**src/rtl/digit_serial_multiplier.sv**
```systemverilog
// Digit-serial unsigned multiplier: consumes DIGIT multiplier bits per cycle,
// LSB digit first, and holds the full-width product until the consumer takes it.
module digit_serial_multiplier #(
  parameter int WA    = 6,
  parameter int WB    = 9,
  parameter int DIGIT = 3
) (
  input  logic             clk,
  input  logic             rst,
  input  logic             in_valid,
  output logic             in_ready,
  input  logic [WA-1:0]    number1,
  input  logic [WB-1:0]    number2,
  output logic             out_valid,
  input  logic             out_ready,
  output logic [WA+WB-1:0] result
);

  // state | meaning
  // IDLE  | waiting for operands, in_ready high
  // RUN   | one multiplier digit accumulated per cycle
  // DONE  | product held on result, out_valid high until out_ready

  localparam int ND = WB / DIGIT;
  localparam int WR = WA + WB;
  localparam int CW = (ND > 1) ? $clog2(ND) : 1;

  typedef enum logic [1:0] {IDLE, RUN, DONE} state_t;

  state_t          r_state;
  logic [WA-1:0]   r_a;
  logic [WB-1:0]   r_b;
  logic [WR-1:0]   r_acc;
  logic [CW-1:0]   r_cnt;
  logic            r_in_ready;
  logic            r_out_valid;
  logic [WR-1:0]   r_result;

  logic [DIGIT-1:0] w_digit;
  logic [WR-1:0]    w_pp;
  logic [WR-1:0]    w_sum;
  logic             w_last;

  // r_b shifts right each step, so its low digit is always digit[k]
  assign w_digit = r_b[DIGIT-1:0];
  assign w_pp    = (WR'(r_a) * WR'(w_digit)) << (DIGIT * int'(r_cnt));
  assign w_sum   = r_acc + w_pp;
  assign w_last  = (r_cnt == CW'(ND - 1));

  always_ff @(posedge clk or posedge rst) begin
    if (rst) begin
      r_state     <= IDLE;
      r_a         <= '0;
      r_b         <= '0;
      r_acc       <= '0;
      r_cnt       <= '0;
      r_in_ready  <= 1'b1;
      r_out_valid <= 1'b0;
      r_result    <= '0;
    end else begin
      case (r_state)
        IDLE: begin
          if (in_valid) begin
            r_a        <= number1;
            r_b        <= number2;
            r_acc      <= '0;
            r_cnt      <= '0;
            r_in_ready <= 1'b0;
            r_state    <= RUN;
          end
        end
        RUN: begin
          r_acc <= w_sum;
          r_b   <= r_b >> DIGIT;
          r_cnt <= r_cnt + CW'(1);
          if (w_last) begin
            r_result    <= w_sum;
            r_out_valid <= 1'b1;
            r_state     <= DONE;
          end
        end
        DONE: begin
          // operands offered this edge are ignored; IDLE picks them up next edge
          if (out_ready) begin
            r_out_valid <= 1'b0;
            r_in_ready  <= 1'b1;
            r_state     <= IDLE;
          end
        end
        default: begin
          r_state     <= IDLE;
          r_in_ready  <= 1'b1;
          r_out_valid <= 1'b0;
        end
      endcase
    end
  end

  assign in_ready  = r_in_ready;
  assign out_valid = r_out_valid;
  assign result    = r_result;

endmodule

```
**config.mk**
```make
export PLATFORM = sky130hd
export DESIGN_NAME = digit_serial_multiplier
export DESIGN_NICKNAME = d
export VERILOG_FILES = /design/src/rtl/digit_serial_multiplier.sv
export SDC_FILE = /design/constraint.sdc
export NUM_CORES = 1
export LEC_CHECK = 0
export BUFFER_PORTS_ARGS = -buffer_cell sky130_fd_sc_hd__buf_4
export CAP_MARGIN = 20
export CORE_ASPECT_RATIO = 0.7
export CORE_MARGIN = 2
export CORE_UTILIZATION = 40
export CTS_CLUSTER_DIAMETER = 80
export CTS_CLUSTER_SIZE = 40
export DETAILED_ROUTE_END_ITERATION = 6
export PLACE_DENSITY_LB_ADDON = 0.05
export SYNTH_ARGS = -nofsm -noshare
export SYNTH_HDL_FRONTEND = slang
export SYNTH_SLANG_ARGS = --single-unit
```
**constraint.sdc**
```tcl
create_clock -name clk -period 5.6 [get_ports clk]
set_input_delay 0 -clock clk [delete_from_list [all_inputs] [get_ports clk]]
set_output_delay 0 -clock clk [all_outputs]
set_load 0.02 [all_outputs]
```
==> flow_metrics.env <==
export IMPL_status="completed"
export IMPL_clock_sinks=51
export IMPL_post_route_period_util_pct=93.35
export IMPL_chipHeight_um=83.92
export IMPL_slew_headroom_pct=34.98
export IMPL_multiInputGateArea_um2=2196
export IMPL_start_util_pct=40.72
export IMPL_hp_start="in_valid"
export IMPL_drive_gt1_share_pct=11.98
export IMPL_ys_seq_elements=51
export IMPL_synth_edff_count=0
export IMPL_grt_max_degree=52
export IMPL_first_global_vias=3014
export IMPL_grt_pass1_wl_um=15300
export IMPL_placed_area_um2=4008
export IMPL_fin_util_pct=48.49
export IMPL_cp_arrival_ns=5.41
export IMPL_fin_nets=533
export IMPL_critPathLaunchType="flip-flop"
export IMPL_drv_cap=0
export IMPL_antenna_found_initial=0
export IMPL_startpoint="r_b[1]$_DFFE_PP0P_"
export IMPL_r2r_start="r_b[1]$_DFFE_PP0P_"
export IMPL_viasPerCell=5.329
export IMPL_finClkSkew_ns=0.005367
export IMPL_finalInstanceArea_um2=4345
export IMPL_final_seq_area_um2=1277
export IMPL_crit_path_end_kind="flip-flop"
export IMPL_worst_slew_pin_slew_ns=0.9729
export IMPL_grt_total_usage_pct=19.09
export IMPL_synth_fp_nets=493
export IMPL_rsz0062_at_grt="false"
export IMPL_hold_class="in2reg"
export IMPL_via_count=3240
export IMPL_place_hpwl_um=6520
export IMPL_ios=36
export IMPL_synthArstFlopShare_pct=100.0
export IMPL_worstSetupPathType="reg2reg"
export IMPL_clock_latency_ns=0.30
export IMPL_fp_dieW_um=118.2
export IMPL_synth_cell_types=55
export IMPL_cts_tree="yes"
export IMPL_clock_fmax_mhz=191.3
export IMPL_drc=0
export IMPL_final_hold_violation_count=0
export IMPL_io_buffers=35
export IMPL_wl_um=8786
export IMPL_wl_per_cell_um=14.45
export IMPL_place_gp_congestion=0.9110
export IMPL_setup_tns_ns=0
export IMPL_ys_warn_count=0
export IMPL_drt_iter0_drc=243
export IMPL_post_cts_buffers=0
export IMPL_syn_to_final_growth_pct=19.06
export IMPL_period_minus_slack_ns=5.227
export IMPL_critical_path_peak_fanout=7
export IMPL_antenna_cells=0
export IMPL_path_clk_slew_ns=0.07
export IMPL_synthesis_instances=443
export IMPL_cts_path_max_buffers=2
export IMPL_core_area_um2=8962
export IMPL_worst_ep_required_time_ns=5.78
export IMPL_drtPass1Iterations=5
export IMPL_cts_buffers=5
export IMPL_finalMaxSlewViolations=0
export IMPL_dieArea_um2=9917
export IMPL_avgSynthCellArea_um2=8.239
export IMPL_htreeDepth=2
export IMPL_num_rows=29
export IMPL_setup_viol=0
export IMPL_synthFlopType="dfrtp_1"
export IMPL_antenna_left=0
export IMPL_grt_overflow=0
export IMPL_num_fill_cells=907
export IMPL_ys_seq_area_share_pct=35.00
export IMPL_cts_root_buf="clkbuf_16"
export IMPL_syn_cell_area_um2=3650
per-stage QoR:
stage / std cells / worst slack [ns] / hold slack [ns]
global route: 608 / 0.02770 / 0.03883
floorplan: 443 / 0.7696 / 0.08627
detailed placement: 583 / 0.4243 / 0.1929
CTS: 608 / 0.3968 / 0.02150
global placement: 583 / 0.5215 / 0.1905
finish: 608 / 0.3725 / 0.02583
state kept, by name, indices dropped and copies added (netlist names):
| signal | count |
|---|---|
| r_acc | 15 |
| result | 15 |
| r_b | 9 |
| r_a | 6 |
| r_cnt | 2 |
| r_state | 2 |
| in_ready | 1 |
| out_valid | 1 |
routing by layer:
| layer | share of wire [%] | GRT usage (%) | wire (um) | up-vias |
|---|---|---|---|---|
| met3 | 5.1 | 3.074 | 446 | 8 |
| met2 | 37 | 23.91 | 3208 | 91 |
| li1 | - | - | - | 1629 |
| met1 | 57 | 32.48 | 5048 | 1512 |
| met4 | 0.93 | 4.600 | 82 | 0 |
| met5 | 0 | 0 | 0 | - |
synth_stat cells (2+ instances only):
master    instances  area (um^2)
a31o_1            2        17.52
a211oi_1          5        37.54
a21oi_1          22        110.1
o21bai_1          4        30.03
mux2i_1           2        20.02
nor3b_1           3        22.52
nand3_1          21        105.1
buf_4             2        15.01
o22ai_1           4        25.02
fa_1              6        120.1
xor2_1            9        78.83
a221oi_2          2        30.03
nand2b_1          4        25.02
inv_1            19        71.32
nand2_1          82        307.8
ha_1             25        312.8
nor2_1           36        135.1
nand4_1           2        12.51
nor3_1           12        60.06
xnor2_1           8        70.07
nor2b_1           3        18.77
o21ai_0          33        165.2
o21ai_1          10        50.05
nand3b_1          2        15.01
o21a_1            2        15.01
dfrtp_1          50         1251
o211ai_1          2        15.01
clkbuf_1         21        78.83
a211o_1           3        26.28
a22o_1            2        17.52
a21o_1            6        45.04
a31oi_1           9        56.30
and2_1            8        50.05
area by class of cell:
class / count / share of cell area [%]
Timing Repair Buffer: 58 / 11.00
Sequential cell: 51 / 29.40
Tap cell: 124 / 3.570
Clock inverter: 2 / 0.8926
Clock buffer: 6 / 2.966
Multi-Input combinational cell: 348 / 50.53
Inverter: 19 / 1.641
worst max-delay path, cell delays in order (launching register included):
cell and delay, ns:
dfrtp_1 0.48, nand2_1 0.11, fa_1 0.50, inv_1 0.04, ha_1 0.21, fa_1 0.48, a211o_1 0.35, a21o_1 0.17
a21oi_1 0.17, mux2i_1 0.12, a22o_1 0.28, o22ai_1 0.16, o22ai_1 0.12, ha_1 0.35, nand4_1 0.14, a211oi_1 0.29
nor2_1 0.13, a221oi_2 0.40, nand3_1 0.11, and4b_1 0.22, a211o_1 0.27
cells by family (layout without fill, tap and decap cells):
family / Yosys count / after routing / synth area share, %
xor+xnor: 18 / 18 / 4.697
simple gates: 180 / 180 / 22.21
compound gates: 116 / 116 / 20.40
fa+ha+maj: 31 / 31 / 11.86
flops: 51 / 51 / 35.00
mux: 3 / 3 / 0.8570
buf+inv: 44 / 85 / 4.971
repair_timing:
action	CTS	global route
hold buffers	17	0
endpoints found under the setup margin	0	0
resized for setup	0	0
endpoints found under the hold margin	67	0
placed cells by master (no fill, tap or decap), types with 3 or more instances in the layout:
master / instances
nand2_1: 82
dfrtp_1: 50
buf_4: 41
nor2_1: 36
o21ai_0: 33
ha_1: 25
a21oi_1: 22
nand3_1: 21
inv_1: 18
dlygate4sd3_1: 17
nor3_1: 12
o21ai_1: 10
a31oi_1: 9
xor2_1: 9
xnor2_1: 8
and2_1: 8
a21o_1: 6
fa_1: 6
a211oi_1: 5
clkbuf_16: 5
nand2b_1: 4
o22ai_1: 4
o21bai_1: 4
nor2b_1: 3
a211o_1: 3
path summary, 6_finish.rpt:
path                       slack, ns                    end  cells past startpoint
setup / recovery                0.37  r_acc[14]$_DFFE_PP0P_                     20
setup reg to reg                0.37  r_acc[14]$_DFFE_PP0P_                     20
min in group asynchronous       0.45  result[3]$_DFFE_PP0P_                      4
hold reg to reg                 0.48  result[8]$_DFFE_PP0P_                      2
max in group asynchronous       4.71     r_a[3]$_DFFE_PP0P_                      4
hold / removal                  0.03   in_ready$_DFFE_PP1P_                      3
Power is left out: the tool's default activity adds up to more than one toggle a clock period on the data nets, which glitch-free logic cannot reach.
